[src/rtl/dma_ref_pkg.sv]
// Shared definitions for the OAM sprite-DMA master.
//   dma_state_t        : DMA sequencer states
//   OAM_DATA_ADDR_DEF  : PPU OAM data port every DMA byte is written to
//   OAM_XFER_LEN_DEF   : bytes copied per DMA transfer
package dma_ref_pkg;

    typedef enum logic [2:0] {
        IDLE  = 3'd0,
        HALT  = 3'd1,
        ALIGN = 3'd2,
        READ  = 3'd3,
        WRITE = 3'd4
    } dma_state_t;

    localparam logic [15:0] OAM_DATA_ADDR_DEF = 16'h2004;
    localparam int          OAM_XFER_LEN_DEF  = 256;

endpackage

[src/rtl/oam_dma_master_if.sv]
// cpu_ref memory bus: one address, write data, write enable, and read data
// returned combinationally by the memory in the same cycle.
//   master : drives addr_out/data_out/wen, receives data_in
//   slave  : memory side
interface oam_dma_master_if #(
    parameter int ADDR_W = 16,
    parameter int DATA_W = 8
);
    logic [ADDR_W-1:0] addr_out;
    logic [DATA_W-1:0] data_out;
    logic              wen;
    logic [DATA_W-1:0] data_in;

    modport master (output addr_out, output data_out, output wen, input data_in);
    modport slave  (input addr_out, input data_out, input wen, output data_in);
endinterface

[src/rtl/oam_dma_master.sv]
// NES sprite DMA bus master. A trigger pulse (CPU write to $4014) halts the
// CPU via stall and copies XFER_LEN bytes from {page,8'h00} to the OAM data
// port as read/write pairs, with one dummy cycle plus one alignment cycle
// when the halt lands on an odd CPU cycle.
// Ports:
//   clk, rst_n     : clock, asynchronous active-low reset
//   trigger, page  : start pulse and source page (sampled together)
//   cpu_cycle_odd  : current CPU cycle parity
//   stall          : CPU halt / bus grant
//   done           : one-cycle pulse after the final write
//   bus            : cpu_ref memory bus (master side)
//   xfer_count, ignored_count : only with OAM_DMA_STATS_EN defined
module oam_dma_master
    import dma_ref_pkg::*;
#(
    parameter int              ADDR_W        = 16,
    parameter int              DATA_W        = 8,
    parameter logic [15:0]     OAM_DATA_ADDR = OAM_DATA_ADDR_DEF,
    parameter int              XFER_LEN      = OAM_XFER_LEN_DEF
) (
    input  logic               clk,
    input  logic               rst_n,
    input  logic               trigger,
    input  logic [7:0]         page,
    input  logic               cpu_cycle_odd,
    output logic               stall,
    output logic               done,
`ifdef OAM_DMA_STATS_EN
    output logic [15:0]        xfer_count,
    output logic [7:0]         ignored_count,
`endif
    oam_dma_master_if.master   bus
);

    localparam int IDX_W = (XFER_LEN > 1) ? $clog2(XFER_LEN) : 1;
    localparam logic [IDX_W-1:0] LAST_IDX = IDX_W'(XFER_LEN - 1);

    dma_state_t        state;
    logic [7:0]        page_q;
    logic [IDX_W-1:0]  index;
    logic [IDX_W-1:0]  index_nxt;
    logic [DATA_W-1:0] latch;
    logic              last_byte;

    // Index is kept at its own width so it wraps instead of carrying into the page byte.
    assign index_nxt = index + 1'b1;
    assign last_byte = (index == LAST_IDX);

    function automatic logic [ADDR_W-1:0] src_addr(input logic [7:0] pg, input logic [IDX_W-1:0] idx);
        return ADDR_W'({pg, 8'(idx)});
    endfunction

    // Write data only leaves the block during WRITE, where wen is the registered qualifier.
    assign bus.data_out = bus.wen ? latch : '0;

    always_ff @(posedge clk or negedge rst_n) begin
        if (!rst_n) begin
            state        <= IDLE;
            page_q       <= '0;
            index        <= '0;
            latch        <= '0;
            stall        <= 1'b0;
            done         <= 1'b0;
            bus.wen      <= 1'b0;
            bus.addr_out <= '0;
        end else begin
            done <= 1'b0;
            case (state)
                IDLE: begin
                    if (trigger) begin
                        page_q <= page;
                        index  <= '0;
                        stall  <= 1'b1;
                        state  <= HALT;
                    end
                end
                HALT: begin
                    if (cpu_cycle_odd) begin
                        state <= ALIGN;
                    end else begin
                        state        <= READ;
                        bus.addr_out <= src_addr(page_q, index);
                    end
                end
                ALIGN: begin
                    state        <= READ;
                    bus.addr_out <= src_addr(page_q, index);
                end
                READ: begin
                    latch        <= bus.data_in;
                    bus.wen      <= 1'b1;
                    bus.addr_out <= ADDR_W'(OAM_DATA_ADDR);
                    state        <= WRITE;
                end
                WRITE: begin
                    bus.wen <= 1'b0;
                    if (last_byte) begin
                        stall        <= 1'b0;
                        done         <= 1'b1;
                        bus.addr_out <= '0;
                        state        <= IDLE;
                    end else begin
                        index        <= index_nxt;
                        bus.addr_out <= src_addr(page_q, index_nxt);
                        state        <= READ;
                    end
                end
                default: begin
                    stall        <= 1'b0;
                    bus.wen      <= 1'b0;
                    bus.addr_out <= '0;
                    state        <= IDLE;
                end
            endcase
        end
    end

`ifdef OAM_DMA_STATS_EN
    // xfer_count steps on the same edge that raises done, so it is current while done is high.
    always_ff @(posedge clk or negedge rst_n) begin
        if (!rst_n) begin
            xfer_count    <= '0;
            ignored_count <= '0;
        end else begin
            if (state == WRITE && last_byte)
                xfer_count <= xfer_count + 1'b1;
            if (trigger && state != IDLE && ignored_count != 8'hFF)
                ignored_count <= ignored_count + 1'b1;
        end
    end
`endif

endmodule

[src/flat_wrapper.sv]
// flat-port wrapper written by rule: the top's interface ports become plain ports
module oam_dma_master_flat import dma_ref_pkg::*;
#(
    parameter int              ADDR_W        = 16,
    parameter int              DATA_W        = 8,
    parameter logic [15:0]     OAM_DATA_ADDR = OAM_DATA_ADDR_DEF,
    parameter int              XFER_LEN      = OAM_XFER_LEN_DEF
)
  (clk, rst_n, trigger, page, cpu_cycle_odd, stall, done, bus_addr_out, bus_data_out, bus_wen, bus_data_in);
  oam_dma_master_if #(.ADDR_W(ADDR_W), .DATA_W(DATA_W)) bus_i ();
  input  logic clk;
  input  logic rst_n;
  input  logic trigger;
  input  logic [7:0] page;
  input  logic cpu_cycle_odd;
  output logic stall;
  output logic done;
  output wire logic [$bits(bus_i.addr_out)-1:0] bus_addr_out;
  output wire logic [$bits(bus_i.data_out)-1:0] bus_data_out;
  output wire logic [$bits(bus_i.wen)-1:0] bus_wen;
  input wire logic [$bits(bus_i.data_in)-1:0] bus_data_in;
  assign bus_addr_out = bus_i.addr_out;
  assign bus_data_out = bus_i.data_out;
  assign bus_wen = bus_i.wen;
  assign bus_i.data_in = bus_data_in;
  oam_dma_master #(.ADDR_W(ADDR_W), .DATA_W(DATA_W), .OAM_DATA_ADDR(OAM_DATA_ADDR), .XFER_LEN(XFER_LEN)) u_core (.clk(clk), .rst_n(rst_n), .trigger(trigger), .page(page), .cpu_cycle_odd(cpu_cycle_odd), .stall(stall), .done(done), .bus(bus_i));
endmodule
[config.mk]
export PLATFORM = sky130hd
export DESIGN_NAME = oam_dma_master_flat
export DESIGN_NICKNAME = d
export VERILOG_FILES = /design/src/rtl/dma_ref_pkg.sv /design/src/rtl/oam_dma_master_if.sv /design/src/rtl/oam_dma_master.sv /design/src/flat_wrapper.sv
export SDC_FILE = /design/constraint.sdc
export NUM_CORES = 1
export LEC_CHECK = 0
export BUFFER_PORTS_ARGS = -buffer_cell sky130_fd_sc_hd__buf_2
export CAP_MARGIN = 40
export CORE_ASPECT_RATIO = 0.75
export CORE_MARGIN = 2
export CORE_UTILIZATION = 55
export DETAILED_ROUTE_END_ITERATION = 8
export GPL_ROUTABILITY_DRIVEN = 0
export PLACE_DENSITY = 0.86
export SETUP_SLACK_MARGIN = 0.1
export SYNTH_ARGS = -nofsm -noshare
export SYNTH_HDL_FRONTEND = slang
export SYNTH_SLANG_ARGS = --single-unit
export TNS_END_PERCENT = 100
[constraint.sdc]
create_clock -name clk -period 4.3 [get_ports clk]
set_input_delay 1.075 -clock clk [delete_from_list [all_inputs] [get_ports clk]]
set_output_delay 1.075 -clock clk [all_outputs]
set_load 0.02 [all_outputs]
* After elaboration in Yosys (flattened, before gate mapping) *
Cells that the tools add are included.
W data, S select, Z words.

storage, ports and cells
  flip-flop bits (word level) = 46
  output and inout port bits = 27

operators by class
  $add $sub $neg = 1
  bitwise logic cells = 2
  eq/ne operators = 9
  muxes and demuxes = 17
  reduce and logical (&&, ||, !) cells = 8

operators by type and width
  cell                   count
  $pmux W16 S5           1
  $mux W16               2
  $mux W8                3
  $pmux W8 S2            1
  $pmux W3 S5            1
  $add A8 B1 Y8 const B  1
  $eq A8 B8 Y1 const B   1
  $eq A3 B2 Y1 const B   2
  $ne A2 B2 Y1 const B   3
  $reduce_and A3 Y1      2
  $reduce_or A3 Y1       2
  $mux W1                5
  $reduce_and A2 Y1      2
  $eq A3 B1 Y1 const B   1
  $eq A3 B3 Y1 const B   1
  $logic_not A3 Y1       1
  $mux W3                1
  $pmux W1 S3            1
  $mux W2                1
  $ne A2 B1 Y1 const B   1
  $not A1 Y1             2
  $pmux W1 S2            1
  $reduce_bool A2 Y1     1

* Depth between registers and ports, before layout *
Gate-level depths: netlist (run 1).

  word-level depth = 4
  gate-level depth with buffers = 8
  gate-level depth less buffers = 5

* Least setup slack after synthesis (run 1) *
Ideal clock, no wire load.

  kind = input to register
  from = in cpu_cycle_odd
  to = reg u_core.bus.addr_out[3]
  arrival time = 1.970 ns
  setup time = 0.095 ns
  stages on the path = 3
  path slack = 2.235 ns
  cell sequence = or4b_4 -> and3_4 -> o31ai_1

on the way
  cells in the longest elaborated chain, start to end = 2

ends and longest elaborated chain
  item                         line                     RTL
  start: declaration           flat_wrapper.sv:15       input logic cpu_cycle_odd;
  $ne A2 B2 Y1 (no line)       -
  $reduce_and A2 Y1 (no line)  -
  end signal: assignment       oam_dma_master.sv:82     bus.addr_out <= src_addr(page_q, index);
  end signal: assignment       oam_dma_master.sv:87     bus.addr_out <= src_addr(page_q, index);
  end signal: assignment       oam_dma_master.sv:92     bus.addr_out <= ADDR_W'(OAM_DATA_ADDR);
  end: declaration             oam_dma_master_if.sv:14  modport master (output addr_out, output data_out, output wen, input data_in);

No other way between the ends.
A chain may end at the register's enable or synchronous reset.

* Worst setup path after layout (run 1) *
  from = reg u_core.bus.wen
  to = out bus_data_out[0]

on the way
  cells in the longest elaborated chain, start to end = 1

ends and longest elaborated chain
  item                      line                     RTL
  start: declaration        oam_dma_master_if.sv:14
  start signal: assignment  oam_dma_master.sv:64     bus.wen <= 1'b0;
  start signal: assignment  oam_dma_master.sv:91     bus.wen <= 1'b1;
  start signal: assignment  oam_dma_master.sv:96     bus.wen <= 1'b0;
  $mux W8                   oam_dma_master.sv:54     assign bus.data_out = bus.wen ? latch : '0;
  end: declaration          flat_wrapper.sv:19       output wire logic [$bits(bus_i.data_out)-1:0] bus_data_out;

No other way between the ends.

==> results of run 1 <==
-- cells in the final DEF (no fill, tap or decap), types with 2 or more instances in the layout --
cell type	Yosys	layout
nand3_1	9	9
inv_1	4	4
a32o_1	7	7
o31ai_1	5	5
buf_2	4	46
nor3_1	6	6
and3_1	4	4
a31oi_1	4	4
nor2_1	6	6
and2_1	8	8
xnor2_1	2	2
dfrtp_1	46	46
a21oi_1	10	10
buf_4	1	2
o211ai_1	3	3
a32oi_1	2	2
clkbuf_8	0	6
nand2_1	57	57
o21ai_0	8	8
-- power by group through the flow --
stage / registers (mW) / clock network (mW) / logic [mW]
detailed placement: 0.765 / 0 / 0.800
global placement: 0.758 / 0 / 0.772
CTS: 0.756 / 0.275 / 0.803
global route: 0.787 / 0.295 / 0.890
finish: 0.760 / 0.269 / 0.804
floorplan: 0.736 / 0 / 0.607
-- how the worst max path moves through the flow --
stage / startpoint / slack, ns / depth (start not counted) / endpoint
4_1_cts: u_core.bus.wen / 2.11 / 2 / bus_data_out[0]
3_5_place_dp: cpu_cycle_odd / 2.01 / 4 / u_core.bus.addr_out[3]
3_3_place_gp: cpu_cycle_odd / 2.07 / 4 / u_core.bus.addr_out[15]
2_1_floorplan: cpu_cycle_odd / 2.23 / 3 / u_core.bus.addr_out[3]
5_1_grt: u_core.bus.wen / 2.03 / 2 / bus_data_out[6]
6_report: u_core.bus.wen / 2.12 / 2 / bus_data_out[0]
-- layout make-up --
cell class | instances | area [um^2] | area share
Clock buffer | 7 | 86.3 | 0.0340
Clock inverter | 1 | 5.00 | 0.00197
Inverter | 5 | 18.8 | 0.00739
Multi-Input combinational cell | 160 | 948 | 0.373
Sequential cell | 46 | 1150 | 0.453
Tap cell | 52 | 65.1 | 0.0256
Timing Repair Buffer | 49 | 265 | 0.104
-- worst reg2reg max path, delay by kind of cell (launching register included) --
kind	cells	cell delay [ns]
flops	1	0.61
compound gates	2	0.66
simple gates	2	0.75
-- state kept, by name, summed over array words and instances (netlist names) --
| name | count |
|---|---|
| u_core.page_q | 8 |
| u_core.stall | 1 |
| u_core.bus.addr_out | 16 |
| u_core.bus.wen | 1 |
| u_core.latch | 8 |
| u_core.done | 1 |
| u_core.index | 8 |
| u_core.state | 3 |
-- logic make-up (layout without fill, tap and decap cells) --
family                     Yosys count  after routing  synth area share
DFF                                 46             46             0.523
and+or+nand+nor                    104            104             0.240
AOI/OAI and AO/OA                   52             52             0.174
xor gates and xnor gates             3              3            0.0119
buffers and inverters               20             62            0.0455
adders and majority gates            1              1           0.00569
-- per-layer routing --
metal  vias up  share of wire  GRT usage
met1       877           0.47      0.333
met2        71           0.43      0.343
met3         5          0.082     0.0475
li1        886              -          -
met4         0         0.0092     0.0740
met5         -              0          0
-- through the flow --
stage                     hold slack, ns  area (um^2)
after floorplan                    0.438         2200
after global placement             0.451         2430
after detailed placement           0.456         2450
after CTS                          0.475         2540
after global routing               0.505         2540
final                              0.474         2540
==> results_dict.tcl, run 1 <==
set metrics [dict create \
    outcome "finished clean" \
    dp_slack_ns 2.01 \
    portBuffers 46 \
    clk_latency_ns 0.30 \
    ys_top_cells_by_count "57 x nand2_1, 46 x dfrtp_1, 10 x a21oi_1" \
    grt_first_pass_wirelength_mm 7.97 \
    grt_pass1_vias 1642 \
    die_y_um 58.8 \
    row_count 19 \
    synth_edf_count 0 \
    seq_area_frac_synth 0.523 \
    vdd_drop_max_mv 0.356 \
    min_period_ns 2.18 \
    powerDensity_nw_per_um2 722 \
    finish.utilization 0.676 \
    syn-cell-area_um2 2200 \
    n_antenna_cell 0 \
    clockPowerShare 0.147 \
    crit_required_ns 3.22 \
    worstHoldPathCells 2 \
    initial_core_util 0.586 \
    cts_max_level 2 \
    synth_area_leaders "dfrtp_1 52%, nand2_1 9.7%, a32o_1 3.2%" \
    dr.pass1.iters 4 \
    r2r_start "u_core.state[2]" \
    cts_setup_buffers 0 \
    timing.fmax_ghz 0.460 \
    maxCapViolations 0 \
    viasPerCell 5.75 \
    num_vias 1839 \
    hold_path_startpoint "u_core.latch[5]" \
    tns_ns 0 \
    setup_violations 0 \
    async_reset_ff_frac 1.00 \
    grt_max_degree 26 \
    p_comb_frac 0.439 \
    synthCells 226 \
    avgRoutedWirePerCell_um 14.9 \
    skew_ns 0.00652 \
    worst_slack_ns 2.12 \
    r2r-end "u_core.index[3]" \
    crit_path_end_kind "primary output" \
    finalCritPeriodShare 0.506 \
    synth-main-ff-cell "dfrtp_1" \
    cp_max_fo 10 \
    seq_power_share 0.415 \
    reg2reg_slack_ns 2.18 \
    yosys.area.top_type "dfrtp_1" \
    grt_usage 0.227 \
    core_um2 3760 \
    arrival_ns 1.10 \
    clk_pin_slew_worst_paths_ns 0.08 \
    critical_path.max_stage_delay_ns 0.48 \
    drive_gt1_frac 0.250 \
    p_total_mw 1.83 \
    switching_share 0.443 \
    antenna_left 0 \
    synth-seq-cells 46 \
    hold_end "u_core.latch[5]" \
    tightest_slew_ns 0.687 \
    crit_family "flip-flops" \
    fin_cells 320 \
    start_kind "flop" \
    cts-root-buf "clkbuf_8" \
    dp_cells 312 \
    p_int_mw 1.02 \
    hpwlAfterDp_mm 3.28 \
    die_x_um 77.0 \
    nFillCells 325 \
    grt_overflow 0 \
    synthMostInstantiatedCell "nand2_1" \
    synth_nets 247 \
    layout.nets 288 \
    power_switching_mw 0.812 \
    clock-sinks 46 \
    post-route-drc-count 0 \
    clockBufferDepth 2 \
    rsz0062_at_grt "false" \
    cts_resized 0 \
    critPathSlowestCell "dfrtp_1" \
    ys_warn_count 0 \
    drt_iter0_drc 165 \
    area_growth_pct 15.5 \
    cts_tree "built" \
    synthDominantCellAreaShare 0.523 \
    drv_slew 0 \
    rr_worst_depth 4 \
    wl_mm 4.76 \
    antenna_found_initial 0 \
    design.die.area_um2 4530 \
    hold_viol 0 \
    relSlewSlack 0.539 \
    hold_buffers 0 \
    cts_buffers 5 \
    ys_types 51 \
    crit_type "reg2out" \
    io_pins 47 \
    worst-path-buf-inv 1 \
    syn_area_per_cell_um2 9.73 \
    min_path_type "reg2reg" \
    leakage_nw 1.27 \
    path_cells "and2_1 > buf_2" \
]
No activity file was read; power rests on OpenSTA's default activity.
==> inputs of run 2 (changes only) <==
ABC_AREA = 1   (was not set)
CORE_UTILIZATION = 53   (was 55)
PLACE_DENSITY = 0.84   (was 0.86)
clock period = 2.04 ns   (was 4.3 ns; I/O delays follow)
==> run 2 against run 1 <==
  * Combinational power rose by 120%
  * Area after synthesis fell by 4.6%
  * Clock skew rose by 0.0042 ns
  * Register-to-register slack got worse by 1.6 ns
  * Core utilization fell by 0.54 points
  * Worst setup slack got worse by 1.7 ns
  * Non-clock buffer count did not move
  * Design area fell by 1.4%
  * Critical endpoint is now bus_data_out[4]
  * Largest cell class unchanged
  * Highest routed layer unchanged
==> results_dict.tcl, run 2 <==
set metrics [dict create \
    grt_overflow 0 \
    setup_violations 0 \
    design.die.area_um2 4480 \
    vdd_drop_max_mv 0.890 \
    layout.nets 319 \
    drt_iter0_drc 125 \
    grt_pass1_vias 1615 \
    top_usage_layer "met2" \
    avgRoutedWirePerCell_um 12.6 \
    use_met2 0.330 \
    leakage_nw 1.45 \
    clockBufferDepth 2 \
    hold_buffers 0 \
    layout_commonest_cell "nand2_1" \
    ys_warn_count 0 \
    post-route-drc-count 0 \
    core_um2 3730 \
    antenna_left 0 \
    rsz0062_at_grt "false" \
    n_antenna_cell 0 \
    ys_top_cells_by_count "109 x nand2_1, 46 x dfrtp_1, 21 x inv_1" \
    num_vias 1745 \
    crit_required_ns 1.53 \
    cts-root-buf "clkbuf_8" \
    grt_usage 0.218 \
    syn-cell-area_um2 2100 \
    timing.fmax_ghz 0.613 \
    row_count 19 \
    powerDensity_nw_per_um2 1600 \
    area_growth_pct 19.3 \
    reg2reg_slack_ns 0.54 \
    relSlewSlack 0.645 \
    dr.pass1.iters 4 \
    synthMostInstantiatedCell "nand2_1" \
    hpwlAfterDp_mm 3.34 \
    clock-sinks 46 \
    skew_ns 0.0108 \
    finish.utilization 0.671 \
    tightest_slew_ns 0.532 \
    met1_usage 0.313 \
    nFillCells 306 \
    io_pins 47 \
    hold_viol 0 \
    syn_area_per_cell_um2 8.56 \
    min_period_ns 1.63 \
    wl_mm 4.44 \
    synth-seq-cells 46 \
    yosys.area.top_type "dfrtp_1" \
    cp_max_fo 10 \
    final_cell_mix "109 x nand2_1, 46 x buf_2, 46 x dfrtp_1" \
    maxCapViolations 0 \
    synth_nets 266 \
    min_path_type "in2async" \
    finalCritPeriodShare 0.800 \
    clk_latency_ns 0.30 \
    synthDominantCellAreaShare 0.549 \
    synth_edf_count 0 \
    start_kind "flop" \
    clk_pin_slew_worst_paths_ns 0.09 \
    synth-main-ff-cell "dfrtp_1" \
    synthCells 245 \
    grt_util_met3 0.0644 \
    cts_setup_buffers 0 \
    seq_area_frac_synth 0.549 \
    cts_max_level 2 \
    rr_worst_depth 7 \
    antenna_found_initial 0 \
    drv_slew 0 \
    die_y_um 58.5 \
    largest_reg_flops 16 \
    portBuffers 46 \
    cts_buffers 5 \
    die_x_um 76.7 \
    crit_path_end_kind "primary output" \
    synth_area_leaders "dfrtp_1 55%, nand2_1 19%, inv_1 3.8%" \
    drive_gt1_frac 0.268 \
    grt_max_degree 25 \
    initial_core_util 0.562 \
    tns_ns 0 \
    viasPerCell 4.97 \
    outcome "finished clean" \
    crit_type "reg2out" \
    ys_types 27 \
    cts_tree "built" \
    cts_resized 0 \
    grt_first_pass_wirelength_mm 7.51 \
    arrival_ns 1.12 \
    top_register "u_core.bus.addr_out" \
    async_reset_ff_frac 1.00 \
]
==> run 2: changes by cell type after synthesis, sizes merged, moves of 6 or more <==
cell / previous run / this run
nor2: 7 / 13
nand2: 57 / 114
a32o: 7 / 0
inv: 5 / 27
and2: 8 / 0
o21ai: 9 / 16
a21oi: 11 / 2
mux2: 0 / 8
nor3: 7 / 1
clkbuf: 8 / 1
==> run 2: cells by family (layout without fill, tap and decap cells) <==
family,Yosys count,in the layout,share of synthesized area
and+or+nand+nor,139,139,0.286
DFF,46,46,0.549
buffers and inverters,31,85,0.0608
AOI/OAI and AO/OA,19,19,0.0513
muxes,8,8,0.0429
adders and majority gates,1,1,0.00596
xor gates and xnor gates,1,1,0.00417
==> run 2: final timing paths <==
kind                             startpoint                 endpoint
min                                   rst_n   u_core.bus.addr_out[5]
max in group asynchronous             rst_n          u_core.state[1]
min in group clk             bus_data_in[7]          u_core.latch[7]
max                          u_core.bus.wen          bus_data_out[4]
max reg2reg                 u_core.index[1]          u_core.index[3]
min reg2reg                u_core.page_q[2]  u_core.bus.addr_out[10]
==> run 2: power breakdown <==
group	internal (mW)	total (mW)	leakage [nW]	switching, mW
sequential	1.31	1.63	0.591	0.313
clock	0.272	0.577	0.0472	0.304
combinational	0.616	1.80	0.813	1.18
total	2.20	4.00	1.45	1.80
==> run 2: cell type report <==
| type | instances | area, um^2 | share of cell area |
|---|---|---|---|
| timing repair buffer | 49 | 265 | 0.106 |
| multi-input combinational | 168 | 820 | 0.327 |
| sequential | 46 | 1150 | 0.460 |
| clock buffer | 6 | 82.6 | 0.0330 |
| clock inverter | 2 | 12.5 | 0.00500 |
| tap | 52 | 65.1 | 0.0260 |
| inverter | 28 | 108 | 0.0430 |
==> run 2: through the flow <==
stage / hold slack [ns] / area [um^2] / setup WS [ns] / power (mW) / cells
after CTS: 0.186 / 2500 / 0.389 / 4.02 / 351
after global placement: 0.447 / 2410 / 0.579 / 3.39 / 343
after detailed placement: 0.453 / 2410 / 0.560 / 3.44 / 343
final: 0.171 / 2500 / 0.408 / 4.00 / 351
after global routing: 0.203 / 2500 / 0.312 / 4.33 / 351
after floorplan: 0.214 / 2100 / 0.618 / 2.89 / 245
==> run 2: critical path: stages (launching register included) <==
cell and delay [ns]:
dfrtp_1 0.52, nand2_1 0.09, inv_1 0.06, buf_2 0.15
==> run 2: layer usage <==
metal  vias to the layer above  part of all wire
met5                         -                 0
met4                         0             0.014
met3                         7             0.088
met2                        75              0.43
met1                       800              0.47
li1                        863                 -
==> inputs of run 3 (changes only) <==
ABC_AREA = 0   (was 1)
CORE_UTILIZATION = 48   (was 53)
PLACE_DENSITY = 0.8   (was 0.84)
clock period = 1.36 ns   (was 2.04 ns; I/O delays follow)
==> run 3 against run 2 <==
  * The run now ends with negative setup slack left
  * Design area increased by 45%
  * First-iteration DRC count is 68% higher
  * Non-clock buffer count rose by 70
  * Wire length grew 76%
  * Sequential share of layout area down 14 points
  * Register-to-register slack got worse by 0.87 ns
  * Core utilization rose by 14 points
  * Clock skew fell by 0.0043 ns
  * Largest power group unchanged
==> results_dict.tcl, run 3 (synthesized netlist as in run 1, its figures left out) <==
set metrics [dict create \
    leakage_nw 1.78 \
    p_int_mw 4.92 \
    vdd_drop_max_mv 1.24 \
    avgRoutedWirePerCell_um 19.8 \
    die_y_um 62.6 \
    min_period_ns 1.69 \
    p_comb_frac 0.639 \
    crit_path_end_kind "flop" \
    outcome "complete, but fails checks" \
    wl_mm 7.81 \
    viasPerCell 5.88 \
    clockBufferDepth 2 \
    rsz0062_at_grt "true" \
    relSlewSlack 0.746 \
    antenna_found_initial 0 \
    area_growth_pct 64.6 \
    finish.utilization 0.815 \
    maxCapViolations 0 \
    hold_viol 0 \
    initial_core_util 0.495 \
    seq_power_share 0.261 \
    skew_ns 0.00646 \
    power_switching_mw 3.82 \
    final_cell_mix "45 x dfrtp_1, 43 x buf_4, 37 x buf_2" \
    core_um2 4440 \
    post-route-drc-count 0 \
    timing.fmax_ghz 0.591 \
    grt_first_pass_wirelength_mm 10.9 \
    met2WireLength_mm 3.94 \
    grt_max_degree 47 \
    rr_worst_depth 4 \
    drt_iter0_drc 210 \
    portBuffers 46 \
    clk_pin_slew_worst_paths_ns 0.09 \
    fin_hold_ws_ns 0.00171 \
    worst_slack_ns -0.332 \
    cp_max_fo 6 \
    arrival_ns 1.91 \
    dr.pass1.iters 5 \
    finalCritPeriodShare 1.24 \
    clk_latency_ns 0.30 \
    cts_max_level 2 \
    cts-root-buf "clkbuf_8" \
    die_x_um 82.2 \
    layout.nets 358 \
    r2r_start "u_core.state[1]" \
    r2r-end "u_core.bus.addr_out[3]" \
    min_path_type "in2async" \
    setup_violations 51 \
    antenna_left 0 \
    reg2reg_slack_ns -0.33 \
    drv_slew 0 \
    powerDensity_nw_per_um2 2410 \
    layout_commonest_cell "dfrtp_1" \
    dp_cells 356 \
    crit_required_ns 1.57 \
    top_layer_used "met4" \
    switching_share 0.437 \
    fin_cells 395 \
    io_pins 47 \
    largest_reg_flops 16 \
    grt_overflow 0 \
    clockPowerShare 0.100 \
    grt_usage 0.284 \
    row_count 21 \
    cts_buffers 5 \
    violations "negative setup slack" \
    drive_gt1_frac 0.612 \
    top_register "u_core.bus.addr_out" \
    grt_pass1_vias 2198 \
    design.die.area_um2 5150 \
    num_vias 2323 \
    hpwlAfterDp_mm 4.00 \
    start_kind "flop" \
    crit_type "reg2reg" \
    cts_tree "built" \
    wl_met1_mm 3.18 \
    n_antenna_cell 0 \
    tightest_slew_ns 0.378 \
    hold_buffers 0 \
    clock-sinks 46 \
    wl_met3_um 525 \
]
[run 3: cell types whose count changed in the layout (fill, tap and decap cells not counted), sizes merged, moves of 7 or more]
cell and delta:
nand2 -57, a21oi +9, o21ai -7, buf +70, and2 +8, inv -21, a32o +7, mux2 -8
[run 3: through the flow]
step                      power, mW  cell area (um^2)  setup WS [ns]  setup TNS, ns
after CTS                      7.55              3300         -0.241          -6.46
after detailed placement       5.65              2820         -0.314          -9.09
after global placement         5.53              2820         -0.251          -6.86
final                          8.74              3620         -0.332          -9.13
after floorplan                4.37              2280         -0.249          -4.19
after global routing           9.16              3620         -0.386         -10.77
[run 3: power groups by stage]
stage / logic (mW) / registers, mW / clock network (mW)
global route: 5.89 / 2.31 / 0.958
detailed placement: 3.45 / 2.21 / 0
finish: 5.58 / 2.28 / 0.874
floorplan: 2.03 / 2.34 / 0
global placement: 3.35 / 2.18 / 0
CTS: 4.48 / 2.20 / 0.874
[run 3: how the worst max path moves through the flow]
stage | from | end | slack, ns | depth (start not counted)
global route | u_core.state[2] | u_core.bus.addr_out[3] | -0.39 | 6
floorplan | u_core.state[0] | u_core.index[3] | -0.25 | 6
CTS | u_core.state[2] | u_core.index[3] | -0.24 | 5
finish | u_core.state[1] | u_core.bus.addr_out[3] | -0.33 | 4
global placement | u_core.state[1] | u_core.bus.addr_out[9] | -0.25 | 4
detailed placement | u_core.state[1] | u_core.bus.addr_out[12] | -0.31 | 4
[run 3: layout make-up]
type | instances | area (um^2)
multi-input cells | 160 | 1300
clock inverters | 3 | 25.0
repair buffers | 119 | 981
fillers | 247 | 821
well taps | 57 | 71.3
clock buffers | 5 | 68.8
inverters | 5 | 23.8
flip-flops and latches | 46 | 1150
[run 3: worst max-delay path, cell delays in order (launching register included)]
cell     delay, ns
dfrtp_1       0.41
buf_6         0.15
or4b_4        0.58
and3_4        0.25
o31ai_2       0.22
[run 3: what timing repair did]
action | CTS | global route
buffers inserted | 18 | 11
setup endpoints to repair | 54 | 56
endpoints found under the hold margin | 0 | 0
gates resized for setup | 73 | 68
pin swaps | 30 | 33
cloned | 2 | 0
[run 3: routing by layer]
metal / vias to the layer above / track usage
met5: - / 0
met2: 141 / 0.432
met3: 22 / 0.0650
li1: 1026 / -
met4: 0 / 0.0979
met1: 1134 / 0.398
